--- src/rtl/ram_reader_pkg.sv ---
// Shared types and constants for the RAM stream reader.
// The RAM_READER_LOOP_EN macro selects continuous looping sweeps (see ram_stream_reader).
package ram_reader_pkg;

    typedef enum logic [1:0] {
        ST_IDLE  = 2'd0,
        ST_RUN   = 2'd1,
        ST_DRAIN = 2'd2
    } state_t;

    // Output buffer entries; issue is throttled so reads in flight always fit.
    localparam int BUF_DEPTH = 2;

    // Address width that stays legal for a degenerate depth of 1.
    function automatic int addr_width(input int depth);
        return (depth > 1) ? $clog2(depth) : 1;
    endfunction

endpackage

--- src/rtl/ram_reader_skid.sv ---
// Two-entry FIFO holding {last, addr, data} words between the RAM and the stream.
// The head entry is presented combinationally from storage registers, so it
// stays stable until it is popped.
module ram_reader_skid
    import ram_reader_pkg::*;
#(
    parameter int WIDTH = 1
) (
    input  logic             i_clk,
    input  logic             i_rst,
    input  logic             i_push,
    input  logic [WIDTH-1:0] i_push_data,
    input  logic             i_pop,
    output logic [WIDTH-1:0] o_head,
    output logic [1:0]       o_count,
    output logic             o_full,
    output logic             o_empty
);

    logic [WIDTH-1:0] r_mem [BUF_DEPTH];
    logic             r_wr_ptr;
    logic             r_rd_ptr;
    logic [1:0]       r_count;
    logic             w_do_push;
    logic             w_do_pop;

    assign o_full    = (r_count == 2'd2);
    assign o_empty   = (r_count == 2'd0);
    assign o_count   = r_count;
    assign o_head    = r_mem[r_rd_ptr];
    assign w_do_push = i_push && !o_full;
    assign w_do_pop  = i_pop && !o_empty;

    generate
        for (genvar gi = 0; gi < BUF_DEPTH; gi++) begin : g_entry
            // Capture pushed word into the entry selected by the write pointer
            always_ff @(posedge i_clk or posedge i_rst) begin
                if (i_rst) begin
                    r_mem[gi] <= '0;
                end else if (w_do_push && (r_wr_ptr == 1'(gi))) begin
                    r_mem[gi] <= i_push_data;
                end
            end
        end
    endgenerate

    // Pointer and occupancy bookkeeping
    always_ff @(posedge i_clk or posedge i_rst) begin
        if (i_rst) begin
            r_wr_ptr <= 1'b0;
            r_rd_ptr <= 1'b0;
            r_count  <= 2'd0;
        end else begin
            if (w_do_push) begin
                r_wr_ptr <= ~r_wr_ptr;
            end
            if (w_do_pop) begin
                r_rd_ptr <= ~r_rd_ptr;
            end
            case ({w_do_push, w_do_pop})
                2'b10:   r_count <= r_count + 2'd1;
                2'b01:   r_count <= r_count - 2'd1;
                default: r_count <= r_count;
            endcase
        end
    end

endmodule

--- src/rtl/ram_stream_reader.sv ---
// Sweeps a one-cycle-latency synchronous RAM from address 0 to DEPTH-1 and
// presents each word on a valid/ready stream tagged with address and last flag.
// Optional feature: define RAM_READER_LOOP_EN to sweep continuously until stop.
module ram_stream_reader
    import ram_reader_pkg::*;
#(
    parameter int SIZE  = 1,
    parameter int DEPTH = 1
) (
    input  logic                         i_clk,
    input  logic                         i_rst,
    input  logic                         i_start,
    input  logic                         i_stop,
    output logic                         o_busy,
    output logic                         o_done,
    output logic [addr_width(DEPTH)-1:0] o_ram_address,
    input  logic [SIZE-1:0]              i_ram_read_data,
    output logic [SIZE-1:0]              o_out_data,
    output logic [addr_width(DEPTH)-1:0] o_out_addr,
    output logic                         o_out_last,
    output logic                         o_out_valid,
    input  logic                         i_out_ready
);

    localparam int AW = addr_width(DEPTH);
    localparam int EW = SIZE + AW + 1;
    localparam logic [AW-1:0] C_LAST_ADDR = AW'(DEPTH - 1);

    state_t          r_state;
    logic [AW-1:0]   r_ram_address;
    logic            r_in_flight;
    logic [AW-1:0]   r_fl_addr;
    logic            r_fl_last;
    logic            r_busy;
    logic            r_done;

    logic [EW-1:0]   w_head;
    logic [1:0]      w_count;
    logic            w_full;
    logic            w_empty;
    logic            w_pop;
    logic [2:0]      w_occ_next;
    logic            w_issue;
    logic            w_at_end;
    logic            w_end_run;
    logic            w_drain_done;

    // The RAM sees r_ram_address at the next edge; the returned word is
    // pushed one edge later, tagged with the address it came from.
    ram_reader_skid #(
        .WIDTH (EW)
    ) u_skid (
        .i_clk       (i_clk),
        .i_rst       (i_rst),
        .i_push      (r_in_flight),
        .i_push_data ({r_fl_last, r_fl_addr, i_ram_read_data}),
        .i_pop       (w_pop),
        .o_head      (w_head),
        .o_count     (w_count),
        .o_full      (w_full),
        .o_empty     (w_empty)
    );

    assign o_out_valid   = !w_empty;
    assign o_out_data    = w_head[SIZE-1:0];
    assign o_out_addr    = w_head[SIZE +: AW];
    assign o_out_last    = w_head[SIZE + AW];
    assign o_ram_address = r_ram_address;
    assign o_busy        = r_busy;
    assign o_done        = r_done;

    assign w_pop      = o_out_valid && i_out_ready;
    // Slots still committed after this cycle's pop; a new read may only be
    // issued while that leaves room in the buffer.
    assign w_occ_next = {1'b0, w_count} + {2'b0, r_in_flight} - {2'b0, w_pop};
    assign w_issue    = (r_state == ST_RUN) && !w_full && (w_occ_next < 3'(BUF_DEPTH));
    assign w_at_end   = (r_ram_address == C_LAST_ADDR);
    assign w_drain_done = !r_in_flight && (w_empty || ((w_count == 2'd1) && w_pop));

`ifdef RAM_READER_LOOP_EN
    logic r_stop_latched;

    // Remember a stop request for the rest of the run
    always_ff @(posedge i_clk or posedge i_rst) begin
        if (i_rst) begin
            r_stop_latched <= 1'b0;
        end else if (r_state == ST_IDLE) begin
            r_stop_latched <= 1'b0;
        end else if (i_stop) begin
            r_stop_latched <= 1'b1;
        end
    end

    assign w_end_run = r_stop_latched || i_stop;
`else
    logic w_unused_stop;
    assign w_unused_stop = i_stop;
    assign w_end_run     = 1'b1;
`endif

    // Sweep FSM with issue counter, in-flight tracking and registered status
    always_ff @(posedge i_clk or posedge i_rst) begin
        if (i_rst) begin
            r_state       <= ST_IDLE;
            r_ram_address <= '0;
            r_in_flight   <= 1'b0;
            r_fl_addr     <= '0;
            r_fl_last     <= 1'b0;
            r_busy        <= 1'b0;
            r_done        <= 1'b0;
        end else begin
            r_done      <= 1'b0;
            r_in_flight <= w_issue;
            if (w_issue) begin
                r_fl_addr <= r_ram_address;
                r_fl_last <= w_at_end;
                if (w_at_end) begin
                    r_ram_address <= '0;
                end else begin
                    r_ram_address <= r_ram_address + AW'(1);
                end
            end
            case (r_state)
                ST_IDLE: begin
                    if (i_start) begin
                        r_state <= ST_RUN;
                        r_busy  <= 1'b1;
                    end
                end
                ST_RUN: begin
                    if (w_issue && w_at_end && w_end_run) begin
                        r_state <= ST_DRAIN;
                    end
                end
                ST_DRAIN: begin
                    if (w_drain_done) begin
                        r_state <= ST_IDLE;
                        r_busy  <= 1'b0;
                        r_done  <= 1'b1;
                    end
                end
                default: begin
                    r_state <= ST_IDLE;
                    r_busy  <= 1'b0;
                end
            endcase
        end
    end

endmodule

--- config.mk ---
export PLATFORM = sky130hd
export DESIGN_NAME = ram_stream_reader
export DESIGN_NICKNAME = d
export VERILOG_FILES = /design/src/rtl/ram_reader_pkg.sv /design/src/rtl/ram_reader_skid.sv /design/src/rtl/ram_stream_reader.sv
export SDC_FILE = /design/constraint.sdc
export NUM_CORES = 1
export LEC_CHECK = 0
export CAP_MARGIN = 25
export CORE_MARGIN = 3
export CORE_UTILIZATION = 29
export CTS_CLUSTER_SIZE = 14
export DETAILED_ROUTE_END_ITERATION = 8
export DONT_BUFFER_PORTS = 1
export PLACE_DENSITY = 0.55
export REMOVE_ABC_BUFFERS = 1
export SLEW_MARGIN = 20
export SYNTH_ARGS = -nofsm -noshare
export SYNTH_HDL_FRONTEND = slang
export SYNTH_SLANG_ARGS = --single-unit
--- constraint.sdc ---
create_clock -name i_clk -period 2.7 [get_ports i_clk]
set_input_delay 0.27 -clock i_clk [delete_from_list [all_inputs] [get_ports i_clk]]
set_output_delay 0.27 -clock i_clk [all_outputs]
set_load 0.05 [all_outputs]
==> results of run 1 <==
## through the flow
step	util	total power [mW]	hold WS, ns
finish	0.349	1.02	0.130
floorplan	-	0.803	0.159
global route	0.349	1.12	0.110
detailed placement	0.328	0.884	0.232
CTS	0.349	1.04	0.126
global placement	0.328	0.871	0.221
## critical path: cells and delay by family (launching register included)
| family | cells | cell delay, ns |
|---|---|---|
| buf+inv | 2 | 0.19 |
| fa+ha+maj | 3 | 0.84 |
| xor+xnor | 1 | 0.15 |
| simple gates | 4 | 0.64 |
| flops | 1 | 0.46 |
## sequential cells by signal, summed over array words and instances, names as in the netlist
register         cells
r_in_flight          1
r_state              2
u_skid.r_wr_ptr      1
o_done               1
u_skid.o_count       2
u_skid.r_rd_ptr      1
r_fl_last            1
o_busy               1
u_skid.r_mem         4
## cells in the final DEF (no fill, tap or decap), drive strengths merged, types with 2 or more instances in the layout
cell type / synthesis / layout
clkbuf: 0 / 4
conb: 1 / 2
dfrtp: 14 / 14
ha: 5 / 5
inv: 5 / 5
mux2: 6 / 6
nand2b: 4 / 4
nor2: 4 / 4
nor2b: 2 / 2
nor3: 2 / 2
o21ai: 3 / 3
xnor2: 4 / 4
## routing by layer
metal,vias to the layer above,wire (um),global-route usage,part of all wire
li1,200,-,-,-
met2,9,533,0.132,0.48
met3,2,59,0.0418,0.053
met1,198,492,0.101,0.44
met5,-,0,0,0
met4,0,23,0.0407,0.021
## worst max-delay path by stage
stage / end / from / cells past startpoint
detailed placement: r_state[0]$_DFFE_PP0P_ / u_skid.o_count[1]$_DFFE_PP0P_ / 10
CTS: r_state[0]$_DFFE_PP0P_ / u_skid.o_count[1]$_DFFE_PP0P_ / 10
finish: r_state[0]$_DFFE_PP0P_ / u_skid.o_count[1]$_DFFE_PP0P_ / 10
global placement: r_state[0]$_DFFE_PP0P_ / u_skid.o_count[1]$_DFFE_PP0P_ / 10
floorplan: r_state[0]$_DFFE_PP0P_ / u_skid.o_count[1]$_DFFE_PP0P_ / 10
global route: r_state[0]$_DFFE_PP0P_ / u_skid.o_count[1]$_DFFE_PP0P_ / 10
## cell families (layout without fill, tap and decap cells)
| group | Yosys count | count (layout) | synth area share |
|---|---|---|---|
| simple gates | 16 | 16 | 0.147 |
| flops | 14 | 14 | 0.484 |
| buf+inv | 7 | 11 | 0.0467 |
| fa+ha+maj | 6 | 6 | 0.114 |
| mux | 6 | 6 | 0.104 |
| compound gates | 5 | 5 | 0.0381 |
| xor+xnor | 5 | 5 | 0.0606 |
| other cells | 1 | 2 | 0.00519 |
## cell type report
cell class                 count  area (um^2)
fill                         236         1500
sequential                    14          350
multi-input combinational     40          343
clock buffer                   4         36.3
tap                           28         35.0
inverter                       5         18.8
timing repair buffer           2         17.5
## power breakdown
part / total [mW] / internal, mW / switching [mW]
clock: 0.150 / 0.0820 / 0.0678
combinational: 0.461 / 0.195 / 0.267
sequential: 0.411 / 0.299 / 0.113
total: 1.02 / 0.575 / 0.447
==> impl_metrics.prom, run 1 <==
# TYPE chip_impl_metric gauge
chip_impl_metric{name="max_clk_rate",unit="GHz"} 0.418
chip_impl_metric{name="pin_count_of_the_biggest_net_entering_global_routing",unit=""} 15
chip_impl_metric{name="setup-tns-final",unit="ns"} 0
chip_impl_metric{name="synth_largest_type_area_fraction",unit=""} 0.484
chip_impl_metric{name="cts.sink_count",unit=""} 14
chip_impl_metric{name="layout_setup_ws",unit="ns"} 0.308
chip_impl_metric{name="drt-pass1-iter-count",unit=""} 4
chip_impl_metric{name="initial_antenna_violation_count",unit=""} 0
chip_impl_metric{name="wl_per_cell",unit="um"} 11.9
chip_impl_info{name="crit-reg2reg-capture",value="r_state[0]$_DFFE_PP0P_"} 1
chip_impl_metric{name="ctsLongestPathBuffers",unit=""} 2
chip_impl_metric{name="placed_cell_area",unit="um^2"} 754
chip_impl_metric{name="synth_cells",unit=""} 60
chip_impl_metric{name="skew",unit="ns"} 0.00441
chip_impl_metric{name="antenna_left",unit=""} 0
chip_impl_metric{name="dpl.cell_count",unit=""} 88
chip_impl_metric{name="drcViolationCount",unit=""} 0
chip_impl_metric{name="number_of_vias_per_cell",unit=""} 4.40
chip_impl_info{name="cpMaxStageDelayCell",value="sky130_fd_sc_hd__dfrtp_1"} 1
chip_impl_metric{name="grt_first_pass_wirelength",unit="mm"} 2.03
chip_impl_metric{name="cts_hold_repair.buffers",unit=""} 1
chip_impl_metric{name="timing.final.crit_share",unit=""} 0.886
chip_impl_metric{name="finalSetupViolations",unit=""} 0
chip_impl_metric{name="gr-usage-all-layers",unit=""} 0.0860
chip_impl_metric{name="io_pins",unit=""} 13
chip_impl_info{name="synth_top_area_cell",value="sky130_fd_sc_hd__dfrtp_1"} 1
chip_impl_info{name="rsz0062_at_grt",value="false"} 1
chip_impl_metric{name="syn_avg_cell_area",unit="um^2"} 12.1
chip_impl_metric{name="clk_transition_reported_paths",unit="ns"} 0.09
chip_impl_metric{name="tritoncts.num_buffers",unit=""} 3
chip_impl_metric{name="fp-row-count",unit=""} 17
chip_impl_metric{name="async_set_or_reset_flop_fraction_in_the_synthesized_netlist",unit=""} 1.00
chip_impl_metric{name="synthesis.area",unit="um^2"} 723
chip_impl_info{name="crit_path_end_kind",value="register"} 1
chip_impl_info{name="synthFlopType",value="sky130_fd_sc_hd__dfrtp_1"} 1
chip_impl_info{name="hp_class",value="primary input to register"} 1
chip_impl_metric{name="slowest_delay",unit="ns"} 0.46
chip_impl_metric{name="slew_headroom",unit=""} 0.647
chip_impl_metric{name="crit_arrival",unit="ns"} 2.57
chip_impl_metric{name="area_growth_syn_to_layout",unit="%"} 10.7
chip_impl_metric{name="core",unit="mm^2"} 0.00230
chip_impl_metric{name="detailedPlace.worstSlack",unit="ns"} 0.288
chip_impl_metric{name="routed_wirelength",unit="mm"} 1.11
chip_impl_metric{name="yosysUniqueCellTypes",unit=""} 26
chip_impl_metric{name="yosysWarningCount",unit=""} 0
chip_impl_info{name="worstReg2RegStart",value="u_skid.o_count[1]$_DFFE_PP0P_"} 1
chip_impl_info{name="yosys-top-cells-area",value="sky130_fd_sc_hd__dfrtp_1, sky130_fd_sc_hd__ha_1, sky130_fd_sc_hd__xnor2_1"} 1
chip_impl_metric{name="postSynthRegisterBits",unit=""} 14
chip_impl_metric{name="hold-path-cell-count",unit=""} 1
chip_impl_metric{name="postCtsSetupRepairBufs",unit=""} 0
chip_impl_metric{name="worst-r2r-setup-slack",unit="ns"} 0.31
chip_impl_metric{name="instances_no_fill",unit=""} 93
chip_impl_info{name="min_delay_worst_endpoint",value="u_skid.r_mem[0]$_DFFE_PP0P_"} 1
chip_impl_metric{name="ff2ff_path_depth",unit=""} 10
chip_impl_info{name="synth_most_common_cell",value="sky130_fd_sc_hd__dfrtp_1"} 1
chip_impl_metric{name="drt-initial-drc-count",unit=""} 2
chip_impl_metric{name="pwr_density_cell",unit="mW/mm^2"} 1280
chip_impl_metric{name="worst_ir_drop_vdd",unit="mV"} 0.429
chip_impl_metric{name="post_synth_edffs",unit=""} 0
chip_impl_metric{name="numPortBuffers",unit=""} 0
chip_impl_metric{name="post-route-cell-area",unit="um^2"} 801
chip_impl_metric{name="hold_viol",unit=""} 0
chip_impl_metric{name="drv_slew",unit=""} 0
chip_impl_metric{name="p_leak",unit="nW"} 0.350
chip_impl_metric{name="hpwl_dp",unit="um"} 847
chip_impl_info{name="critical_path.cell_chain",value="inv_1 -> ha_1 -> nor2b_1 -> ha_1 -> or2b_1 -> fa_1 -> xnor2_1 -> nand4_1 -> inv_2 -> nor3_2"} 1
chip_impl_metric{name="clk-insertion-delay-late",unit="ns"} 0.28
chip_impl_metric{name="grt_overflow_total",unit=""} 0
chip_impl_info{name="yosys-top-cells-count",value="sky130_fd_sc_hd__dfrtp_1, sky130_fd_sc_hd__ha_1, sky130_fd_sc_hd__inv_1, sky130_fd_sc_hd__xnor2_1"} 1
chip_impl_info{name="worst_path_most_repeated_cell",value="sky130_fd_sc_hd__ha_1"} 1
chip_impl_metric{name="seq_area_frac_synth",unit=""} 0.484
chip_impl_info{name="timing_worst_setup_path_type",value="register to register"} 1
chip_impl_metric{name="fp.dieArea",unit="mm^2"} 0.00313
chip_impl_metric{name="worst_ep_required_time",unit="ns"} 2.87
chip_impl_metric{name="routed-via-count",unit=""} 409
chip_impl_metric{name="initial_standard_cell_utilization_of_the_core",unit=""} 0.315
chip_impl_metric{name="critical_path.max_fanout",unit=""} 5
chip_impl_metric{name="grt_pass1_vias",unit=""} 432
chip_impl_metric{name="timing.final.crit_period",unit="ns"} 2.39
chip_impl_metric{name="post_cts.resized_instances",unit=""} 0
chip_impl_metric{name="layout_cells_sized_above_1",unit=""} 0.215
chip_impl_info{name="master_cell_of_the_clock_root_buffer",value="sky130_fd_sc_hd__clkbuf_4"} 1
chip_impl_metric{name="die_width",unit="um"} 55.9
chip_impl_metric{name="htree_levels",unit=""} 1
chip_impl_info{name="cts_tree",value="done"} 1
chip_impl_metric{name="number_of_maximum_capacitance_constraint_violations",unit=""} 0
chip_impl_info{name="status",value="finished clean"} 1
chip_impl_metric{name="antenna-diode-count",unit=""} 0
chip_impl_info{name="kind_of_launch_point_of_the_worst_setup_path",value="register"} 1
chip_impl_metric{name="tightestPinTransition",unit="ns"} 0.529
chip_impl_info{name="hp-start",value="i_ram_read_data"} 1
chip_impl_metric{name="globalplace.congestion",unit=""} 0.698
chip_impl_metric{name="final_net_count",unit=""} 78
chip_impl_metric{name="chip_height",unit="um"} 55.9
Power figures use the tool's default switching activity.
==> run 2, diff against run 1 <==
--- a/config.mk
+++ b/config.mk
@@ -13,7 +13,9 @@
 export DONT_BUFFER_PORTS = 1
 export PLACE_DENSITY = 0.55
 export REMOVE_ABC_BUFFERS = 1
-export SLEW_MARGIN = 20
+export SLEW_MARGIN = 15
 export SYNTH_ARGS = -nofsm -noshare
 export SYNTH_HDL_FRONTEND = slang
+export SYNTH_HIERARCHICAL = 1
 export SYNTH_SLANG_ARGS = --single-unit
+export TNS_END_PERCENT = 5
==> impl_metrics.prom, run 2 <==
# TYPE chip_impl_metric gauge
chip_impl_info{name="synthFlopType",value="sky130_fd_sc_hd__dfrtp_1"} 1
chip_impl_metric{name="sw_ratio",unit=""} 0.448
chip_impl_metric{name="skew",unit="ns"} 0.00573
chip_impl_metric{name="fp.dieArea",unit="mm^2"} 0.00343
chip_impl_metric{name="io_pins",unit=""} 13
chip_impl_metric{name="pwr-share-comb",unit=""} 0.465
chip_impl_metric{name="routed-via-count",unit=""} 458
chip_impl_metric{name="clk_transition_reported_paths",unit="ns"} 0.10
chip_impl_info{name="kind_of_launch_point_of_the_worst_setup_path",value="register"} 1
chip_impl_metric{name="p_leak",unit="nW"} 0.402
chip_impl_metric{name="grt_overflow_total",unit=""} 0
chip_impl_info{name="worstReg2RegStart",value="u_skid/o_count[1]$_DFFE_PP0P_"} 1
chip_impl_metric{name="synthesis.area",unit="um^2"} 802
chip_impl_metric{name="tightestPinTransition",unit="ns"} 0.503
chip_impl_metric{name="initial_standard_cell_utilization_of_the_core",unit=""} 0.315
chip_impl_metric{name="final_util",unit=""} 0.348
chip_impl_metric{name="worst-r2r-setup-slack",unit="ns"} 0.41
chip_impl_metric{name="number_of_maximum_capacitance_constraint_violations",unit=""} 0
chip_impl_metric{name="timing.final.crit_period",unit="ns"} 2.29
chip_impl_metric{name="postCtsSetupRepairBufs",unit=""} 0
chip_impl_metric{name="detailedPlace.worstSlack",unit="ns"} 0.432
chip_impl_metric{name="yosysWarningCount",unit=""} 6
chip_impl_metric{name="layout_setup_ws",unit="ns"} 0.414
chip_impl_metric{name="final_net_count",unit=""} 80
chip_impl_info{name="most-common-layout-cells",value="sky130_fd_sc_hd__dfrtp_1, sky130_fd_sc_hd__inv_1, sky130_fd_sc_hd__mux2_2"} 1
chip_impl_metric{name="timing.final.crit_share",unit=""} 0.847
chip_impl_metric{name="drt-met1-wl",unit="um"} 581
chip_impl_metric{name="setup-tns-final",unit="ns"} 0
chip_impl_metric{name="tritoncts.num_buffers",unit=""} 3
chip_impl_info{name="cts_tree",value="done"} 1
chip_impl_metric{name="wl_met2",unit="um"} 646
chip_impl_metric{name="power.sequential.fraction",unit=""} 0.401
chip_impl_metric{name="max_clk_rate",unit="GHz"} 0.437
chip_impl_metric{name="fp-row-count",unit=""} 18
chip_impl_metric{name="power.switching",unit="mW"} 0.533
chip_impl_metric{name="syn_avg_cell_area",unit="um^2"} 12.5
chip_impl_info{name="registers.top_by_ff_count",value="u_skid/r_mem"} 1
chip_impl_info{name="crit-reg2reg-capture",value="r_state[1]$_DFFE_PP0P_"} 1
chip_impl_metric{name="clock_power_share",unit=""} 0.134
chip_impl_metric{name="placed_cell_area",unit="um^2"} 840
chip_impl_metric{name="grt_pass1_vias",unit=""} 541
chip_impl_metric{name="pin_count_of_the_biggest_net_entering_global_routing",unit=""} 11
chip_impl_metric{name="die_width",unit="um"} 58.6
chip_impl_metric{name="post_cts.resized_instances",unit=""} 0
chip_impl_metric{name="ff2ff_path_depth",unit=""} 8
chip_impl_info{name="hp_class",value="primary input to register"} 1
chip_impl_metric{name="area_growth_syn_to_layout",unit="%"} 10.5
chip_impl_info{name="yosys-top-cells-count",value="sky130_fd_sc_hd__dfrtp_1, sky130_fd_sc_hd__inv_1, sky130_fd_sc_hd__mux2_2"} 1
chip_impl_metric{name="cts.sink_count",unit=""} 16
chip_impl_metric{name="cell_internal_pwr",unit="mW"} 0.658
chip_impl_metric{name="gr-usage-all-layers",unit=""} 0.0944
chip_impl_metric{name="route.met3.wl",unit="um"} 71
chip_impl_metric{name="hold_viol",unit=""} 0
chip_impl_info{name="min_delay_worst_endpoint",value="u_skid/r_mem[3]$_DFFE_PP0P_"} 1
chip_impl_metric{name="antenna_left",unit=""} 0
chip_impl_metric{name="synth_largest_type_area_fraction",unit=""} 0.499
chip_impl_metric{name="wl_per_cell",unit="um"} 13.2
chip_impl_info{name="yosys-top-cells-area",value="sky130_fd_sc_hd__dfrtp_1, sky130_fd_sc_hd__mux2_2, sky130_fd_sc_hd__mux2_4"} 1
chip_impl_metric{name="drt-pass1-iter-count",unit=""} 2
chip_impl_metric{name="drcViolationCount",unit=""} 0
chip_impl_info{name="synth_most_common_cell",value="sky130_fd_sc_hd__dfrtp_1"} 1
chip_impl_metric{name="routed_wirelength",unit="mm"} 1.32
chip_impl_metric{name="synth_cells",unit=""} 64
chip_impl_metric{name="async_set_or_reset_flop_fraction_in_the_synthesized_netlist",unit=""} 1.00
chip_impl_metric{name="largest_reg_flops",unit=""} 6
chip_impl_metric{name="core",unit="mm^2"} 0.00254
chip_impl_metric{name="antenna-diode-count",unit=""} 0
chip_impl_metric{name="chip_height",unit="um"} 58.6
chip_impl_metric{name="ctsLongestPathBuffers",unit=""} 2
chip_impl_metric{name="htree_levels",unit=""} 1
chip_impl_metric{name="slew_headroom",unit=""} 0.665
chip_impl_metric{name="worst_ir_drop_vdd",unit="mV"} 0.455
chip_impl_metric{name="grt_first_pass_wirelength",unit="mm"} 2.42
chip_impl_metric{name="crit_arrival",unit="ns"} 2.50
chip_impl_metric{name="dpl.cell_count",unit=""} 95
chip_impl_metric{name="pwr_density_cell",unit="mW/mm^2"} 1340
chip_impl_metric{name="drt-initial-drc-count",unit=""} 4
chip_impl_info{name="rsz0062_at_grt",value="false"} 1
chip_impl_metric{name="postSynthRegisterBits",unit=""} 16
chip_impl_metric{name="drv_slew",unit=""} 0
chip_impl_info{name="status",value="finished clean"} 1
chip_impl_metric{name="seq_area_frac_synth",unit=""} 0.499
chip_impl_metric{name="clk-insertion-delay-late",unit="ns"} 0.28
chip_impl_info{name="master_cell_of_the_clock_root_buffer",value="sky130_fd_sc_hd__clkbuf_4"} 1
chip_impl_metric{name="initial_antenna_violation_count",unit=""} 0
chip_impl_metric{name="number_of_vias_per_cell",unit=""} 4.58
chip_impl_metric{name="post-layout-total-power",unit="mW"} 1.19
chip_impl_metric{name="layout_cells_sized_above_1",unit=""} 0.243
chip_impl_info{name="hp-start",value="i_ram_read_data"} 1
chip_impl_info{name="timing_worst_setup_path_type",value="register to register"} 1
chip_impl_metric{name="yosysUniqueCellTypes",unit=""} 25
chip_impl_info{name="top_layer",value="met4"} 1
chip_impl_metric{name="post-route-cell-area",unit="um^2"} 886
chip_impl_info{name="synth_top_area_cell",value="sky130_fd_sc_hd__dfrtp_1"} 1
chip_impl_metric{name="fin_hold_ws",unit="ns"} 0.131
chip_impl_metric{name="hpwl_dp",unit="mm"} 1.01
chip_impl_metric{name="worst_ep_required_time",unit="ns"} 2.92
chip_impl_info{name="crit_path_end_kind",value="register"} 1
chip_impl_metric{name="hold-path-cell-count",unit=""} 1
chip_impl_metric{name="globalplace.congestion",unit=""} 0.760
chip_impl_metric{name="post_synth_edffs",unit=""} 0
chip_impl_metric{name="finalSetupViolations",unit=""} 0
chip_impl_metric{name="critical_path.max_fanout",unit=""} 6
chip_impl_metric{name="instances_no_fill",unit=""} 100
chip_impl_info{name="final_common_cell",value="sky130_fd_sc_hd__dfrtp_1"} 1
chip_impl_metric{name="numPortBuffers",unit=""} 0
run 2: cell count changes in the layout (fill, tap and decap cells not counted), moves of 2 or more:
cell,previous run,this run
sky130_fd_sc_hd__ha_1,5,2
sky130_fd_sc_hd__mux2_2,2,6
sky130_fd_sc_hd__mux2_1,2,0
sky130_fd_sc_hd__o21ai_0,3,0
sky130_fd_sc_hd__nand3b_1,0,2
sky130_fd_sc_hd__dfrtp_1,14,16
sky130_fd_sc_hd__nand2b_1,3,1
sky130_fd_sc_hd__xor2_1,1,3
sky130_fd_sc_hd__inv_1,4,7
run 2: metal layers:
metal,up-vias,GRT usage
met3,2,0.0307
met5,-,0
met1,224,0.120
li1,224,-
met4,0,0.0485
met2,8,0.144
run 2: kinds of logic (layout without fill, tap and decap cells):
| group | Yosys count | count (layout) | share of synthesized area |
|---|---|---|---|
| adders and majority gates | 3 | 3 | 0.0562 |
| AOI/OAI and AO/OA | 6 | 6 | 0.0499 |
| muxes | 9 | 9 | 0.140 |
| xor gates and xnor gates | 6 | 6 | 0.0655 |
| DFF | 16 | 16 | 0.499 |
| and+or+nand+nor | 15 | 15 | 0.142 |
| buffers and inverters | 8 | 12 | 0.0421 |
| other | 1 | 3 | 0.00468 |
run 2: power groups by stage:
stage	combinational [mW]	clock, mW	sequential (mW)
finish	0.553	0.160	0.478
global route	0.611	0.177	0.494
CTS	0.563	0.164	0.478
global placement	0.541	0	0.479
floorplan	0.501	0	0.456
detailed placement	0.558	0	0.484
run 2: critical path: stages (launching register included):
cell                       delay [ns]
sky130_fd_sc_hd__dfrtp_1         0.50
sky130_fd_sc_hd__nor2_1          0.22
sky130_fd_sc_hd__nor2b_1         0.09
sky130_fd_sc_hd__ha_1            0.27
sky130_fd_sc_hd__nand2b_1        0.15
sky130_fd_sc_hd__fa_1            0.38
sky130_fd_sc_hd__xor2_1          0.19
sky130_fd_sc_hd__nor3_2          0.27
sky130_fd_sc_hd__o21bai_1        0.15
run 2: layout make-up:
cell class | count | area (um^2)
multi-input combinational | 42 | 375
sequential | 16 | 400
inverter | 7 | 26.3
timing repair buffer | 1 | 10.0
clock buffer | 4 | 36.3
tap | 30 | 37.5
fill | 255 | 1660
run 2: worst max-delay path by stage:
stage | from | to | slack (ns) | cells past startpoint
floorplan | u_skid/o_count[1]$_DFFE_PP0P_ | r_fl_last$_DFFE_PP0P_ | 0.61 | 8
global placement | u_skid/o_count[1]$_DFFE_PP0P_ | r_fl_last$_DFFE_PP0P_ | 0.50 | 8
detailed placement | u_skid/o_count[1]$_DFFE_PP0P_ | r_state[1]$_DFFE_PP0P_ | 0.43 | 8
CTS | u_skid/o_count[1]$_DFFE_PP0P_ | r_state[1]$_DFFE_PP0P_ | 0.41 | 8
global route | u_skid/o_count[1]$_DFFE_PP0P_ | r_state[1]$_DFFE_PP0P_ | 0.22 | 8
finish | u_skid/o_count[1]$_DFFE_PP0P_ | r_state[1]$_DFFE_PP0P_ | 0.41 | 8
run 2: timing repair:
| item | 4_1_cts | 5_1_grt |
|---|---|---|
| hold buffers | 1 | 0 |
| endpoints found under the hold margin | 16 | 0 |
| endpoints found under the setup margin | 0 | 0 |
==> run 3, diff against run 2 <==
==> constraint.sdc (replaced) <==
create_clock -name i_clk -period 2.15 [get_ports i_clk]
set_input_delay 0.215 -clock i_clk [delete_from_list [all_inputs] [get_ports i_clk]]
set_output_delay 0.215 -clock i_clk [all_outputs]
set_load 0.05 [all_outputs]
==> impl_metrics.prom, run 3 (synthesis results as in run 2) <==
# TYPE chip_impl_metric gauge
chip_impl_metric{name="max_clk_rate",unit="GHz"} 0.493
chip_impl_metric{name="tightestPinTransition",unit="ns"} 0.500
chip_impl_metric{name="number_of_vias_per_cell",unit=""} 4.52
chip_impl_info{name="final_common_cell",value="sky130_fd_sc_hd__dfrtp_1"} 1
chip_impl_metric{name="crit_arrival",unit="ns"} 2.24
chip_impl_metric{name="pin_count_of_the_biggest_net_entering_global_routing",unit=""} 11
chip_impl_metric{name="setup-tns-final",unit="ns"} 0
chip_impl_metric{name="clk_transition_reported_paths",unit="ns"} 0.10
chip_impl_info{name="hp_class",value="primary input to register"} 1
chip_impl_metric{name="grt_pass1_vias",unit=""} 511
chip_impl_info{name="timing_worst_setup_path_type",value="register to register"} 1
chip_impl_info{name="cpMaxStageDelayCell",value="sky130_fd_sc_hd__fa_1"} 1
chip_impl_info{name="critical_path.cell_chain",value="nor2_2 -> nor2b_1 -> ha_1 -> nand2b_1 -> fa_1 -> nand3b_1 -> nor3_2 -> o21bai_1"} 1
chip_impl_metric{name="grt_overflow_total",unit=""} 0
chip_impl_metric{name="tritoncts.num_buffers",unit=""} 3
chip_impl_metric{name="post-route-cell-area",unit="um^2"} 933
chip_impl_metric{name="ctsLongestPathBuffers",unit=""} 2
chip_impl_metric{name="layout_cells_sized_above_1",unit=""} 0.320
chip_impl_metric{name="p_leak",unit="nW"} 0.427
chip_impl_metric{name="timing.final.crit_period",unit="ns"} 2.03
chip_impl_metric{name="slowest_delay",unit="ns"} 0.48
chip_impl_metric{name="drt-initial-drc-count",unit=""} 3
chip_impl_metric{name="routed_wirelength",unit="mm"} 1.31
chip_impl_metric{name="worst_ir_drop_vdd",unit="mV"} 0.589
chip_impl_info{name="most-common-layout-cells",value="sky130_fd_sc_hd__dfrtp_1, sky130_fd_sc_hd__inv_1, sky130_fd_sc_hd__mux2_2"} 1
chip_impl_metric{name="cp.buffers_inverters",unit=""} 0
chip_impl_metric{name="largest_reg_flops",unit=""} 6
chip_impl_metric{name="worst_ep_required_time",unit="ns"} 2.37
chip_impl_metric{name="core",unit="mm^2"} 0.00254
chip_impl_info{name="crit_path_end_kind",value="register"} 1
chip_impl_metric{name="chip_height",unit="um"} 58.6
chip_impl_metric{name="gr-usage-all-layers",unit=""} 0.0907
chip_impl_metric{name="wl_per_cell",unit="um"} 12.5
chip_impl_metric{name="instances_no_fill",unit=""} 105
chip_impl_metric{name="dpl.cell_count",unit=""} 98
chip_impl_metric{name="initial_standard_cell_utilization_of_the_core",unit=""} 0.315
chip_impl_info{name="registers.top_by_ff_count",value="u_skid/r_mem"} 1
chip_impl_metric{name="placed_cell_area",unit="um^2"} 862
chip_impl_info{name="rsz0062_at_grt",value="false"} 1
chip_impl_metric{name="area_growth_syn_to_layout",unit="%"} 16.4
chip_impl_info{name="master_cell_of_the_clock_root_buffer",value="sky130_fd_sc_hd__clkbuf_4"} 1
chip_impl_metric{name="drt-pass1-iter-count",unit=""} 2
chip_impl_metric{name="skew",unit="ns"} 0.00865
chip_impl_metric{name="hpwl_dp",unit="mm"} 1.03
chip_impl_metric{name="fp.dieArea",unit="mm^2"} 0.00343
chip_impl_metric{name="hold_viol",unit=""} 0
chip_impl_metric{name="die_width",unit="um"} 58.6
chip_impl_metric{name="finalSetupViolations",unit=""} 0
chip_impl_metric{name="drv_slew",unit=""} 0
chip_impl_metric{name="globalplace.congestion",unit=""} 0.742
chip_impl_metric{name="io_pins",unit=""} 13
chip_impl_metric{name="critical_path.max_fanout",unit=""} 3
chip_impl_metric{name="final_net_count",unit=""} 85
chip_impl_metric{name="grt_first_pass_wirelength",unit="mm"} 2.30
chip_impl_info{name="kind_of_launch_point_of_the_worst_setup_path",value="register"} 1
chip_impl_info{name="top_family_by_delay_on_critical_path",value="adder cells"} 1
chip_impl_metric{name="antenna_left",unit=""} 0
chip_impl_info{name="status",value="finished clean"} 1
chip_impl_metric{name="cts.sink_count",unit=""} 16
chip_impl_metric{name="pwr_density_cell",unit="mW/mm^2"} 1690
chip_impl_metric{name="drcViolationCount",unit=""} 0
chip_impl_metric{name="numPortBuffers",unit=""} 0
chip_impl_metric{name="initial_antenna_violation_count",unit=""} 0
chip_impl_metric{name="number_of_maximum_capacitance_constraint_violations",unit=""} 0
chip_impl_metric{name="routed-via-count",unit=""} 475
chip_impl_metric{name="htree_levels",unit=""} 1
chip_impl_metric{name="timing.final.crit_share",unit=""} 0.943
chip_impl_info{name="cts_tree",value="done"} 1
chip_impl_metric{name="clk-insertion-delay-late",unit="ns"} 0.28
chip_impl_metric{name="slew_headroom",unit=""} 0.667
chip_impl_metric{name="antenna-diode-count",unit=""} 0
chip_impl_metric{name="fp-row-count",unit=""} 18
[run 3: cell count changes in the layout (fill, tap and decap cells not counted), sizes merged]
| cell | delta |
|---|---|
| buf | +5 |
[run 3: power breakdown]
group          switching (mW)  internal [mW]
combinational           0.453          0.361
sequential              0.134          0.435
clock                  0.0952          0.103
[run 3: worst reg2reg max path: stages, from the launching register on]
cell,delay [ns]
sky130_fd_sc_hd__dfrtp_1,0.40
sky130_fd_sc_hd__nor2_2,0.12
sky130_fd_sc_hd__nor2b_1,0.06
sky130_fd_sc_hd__ha_1,0.26
sky130_fd_sc_hd__nand2b_1,0.15
sky130_fd_sc_hd__fa_1,0.48
sky130_fd_sc_hd__nand3b_1,0.11
sky130_fd_sc_hd__nor3_2,0.24
sky130_fd_sc_hd__o21bai_1,0.14
[run 3: final cells by class]
class                      instances  area (um^2)
tap                               30         37.5
inverter                           7         26.3
clock buffer                       4         36.3
timing repair buffer               6         47.5
fill                             265         1610
multi-input combinational         42          385
sequential                        16          400
[run 3: path summary, 6_finish.rpt]
check / startpoint / endpoint / slack, ns / cells after the start
worst min register to register: u_skid/r_wr_ptr$_DFFE_PP0N_ / u_skid/r_wr_ptr$_DFFE_PP0N_ / 0.50 / 1
worst max register to register: u_skid/o_count[0]$_DFFE_PP0P_ / r_state[1]$_DFFE_PP0P_ / 0.12 / 8
max in group asynchronous: i_rst / u_skid/r_mem[0]$_DFFE_PP0P_ / 1.48 / 2
worst min-delay path: i_ram_read_data / u_skid/r_mem[3]$_DFFE_PP0P_ / 0.08 / 1
worst max-delay path: u_skid/o_count[0]$_DFFE_PP0P_ / r_state[1]$_DFFE_PP0P_ / 0.12 / 8
min in group asynchronous: i_rst / r_fl_last$_DFFE_PP0P_ / 0.30 / 2
[run 3: routing by layer]
metal	share of wire	wire, um	GRT usage	vias to the layer above
met5	0	0	0	-
met1	0.44	583	0.117	238
met4	0.011	15	0.0485	0
li1	-	-	-	229
met2	0.49	648	0.139	6
met3	0.050	65	0.0241	2
[run 3: metrics by stage]
stage	total power, mW	worst slack (ns)	hold WS, ns	utilization
floorplan	1.20	0.0643	0.00596	-
global placement	1.32	0.154	0.0295	0.339
detailed placement	1.35	0.105	0.0339	0.339
CTS	1.56	0.0895	0.0695	0.357
global route	1.70	0.00395	0.0695	0.367
finish	1.58	0.122	0.0817	0.367
[run 3: timing repair]
item,CTS,global route
gates resized for setup,0,2
setup endpoints to repair,0,2
endpoints found under the hold margin,16,0
hold buffers,1,0
setup buffers,0,2
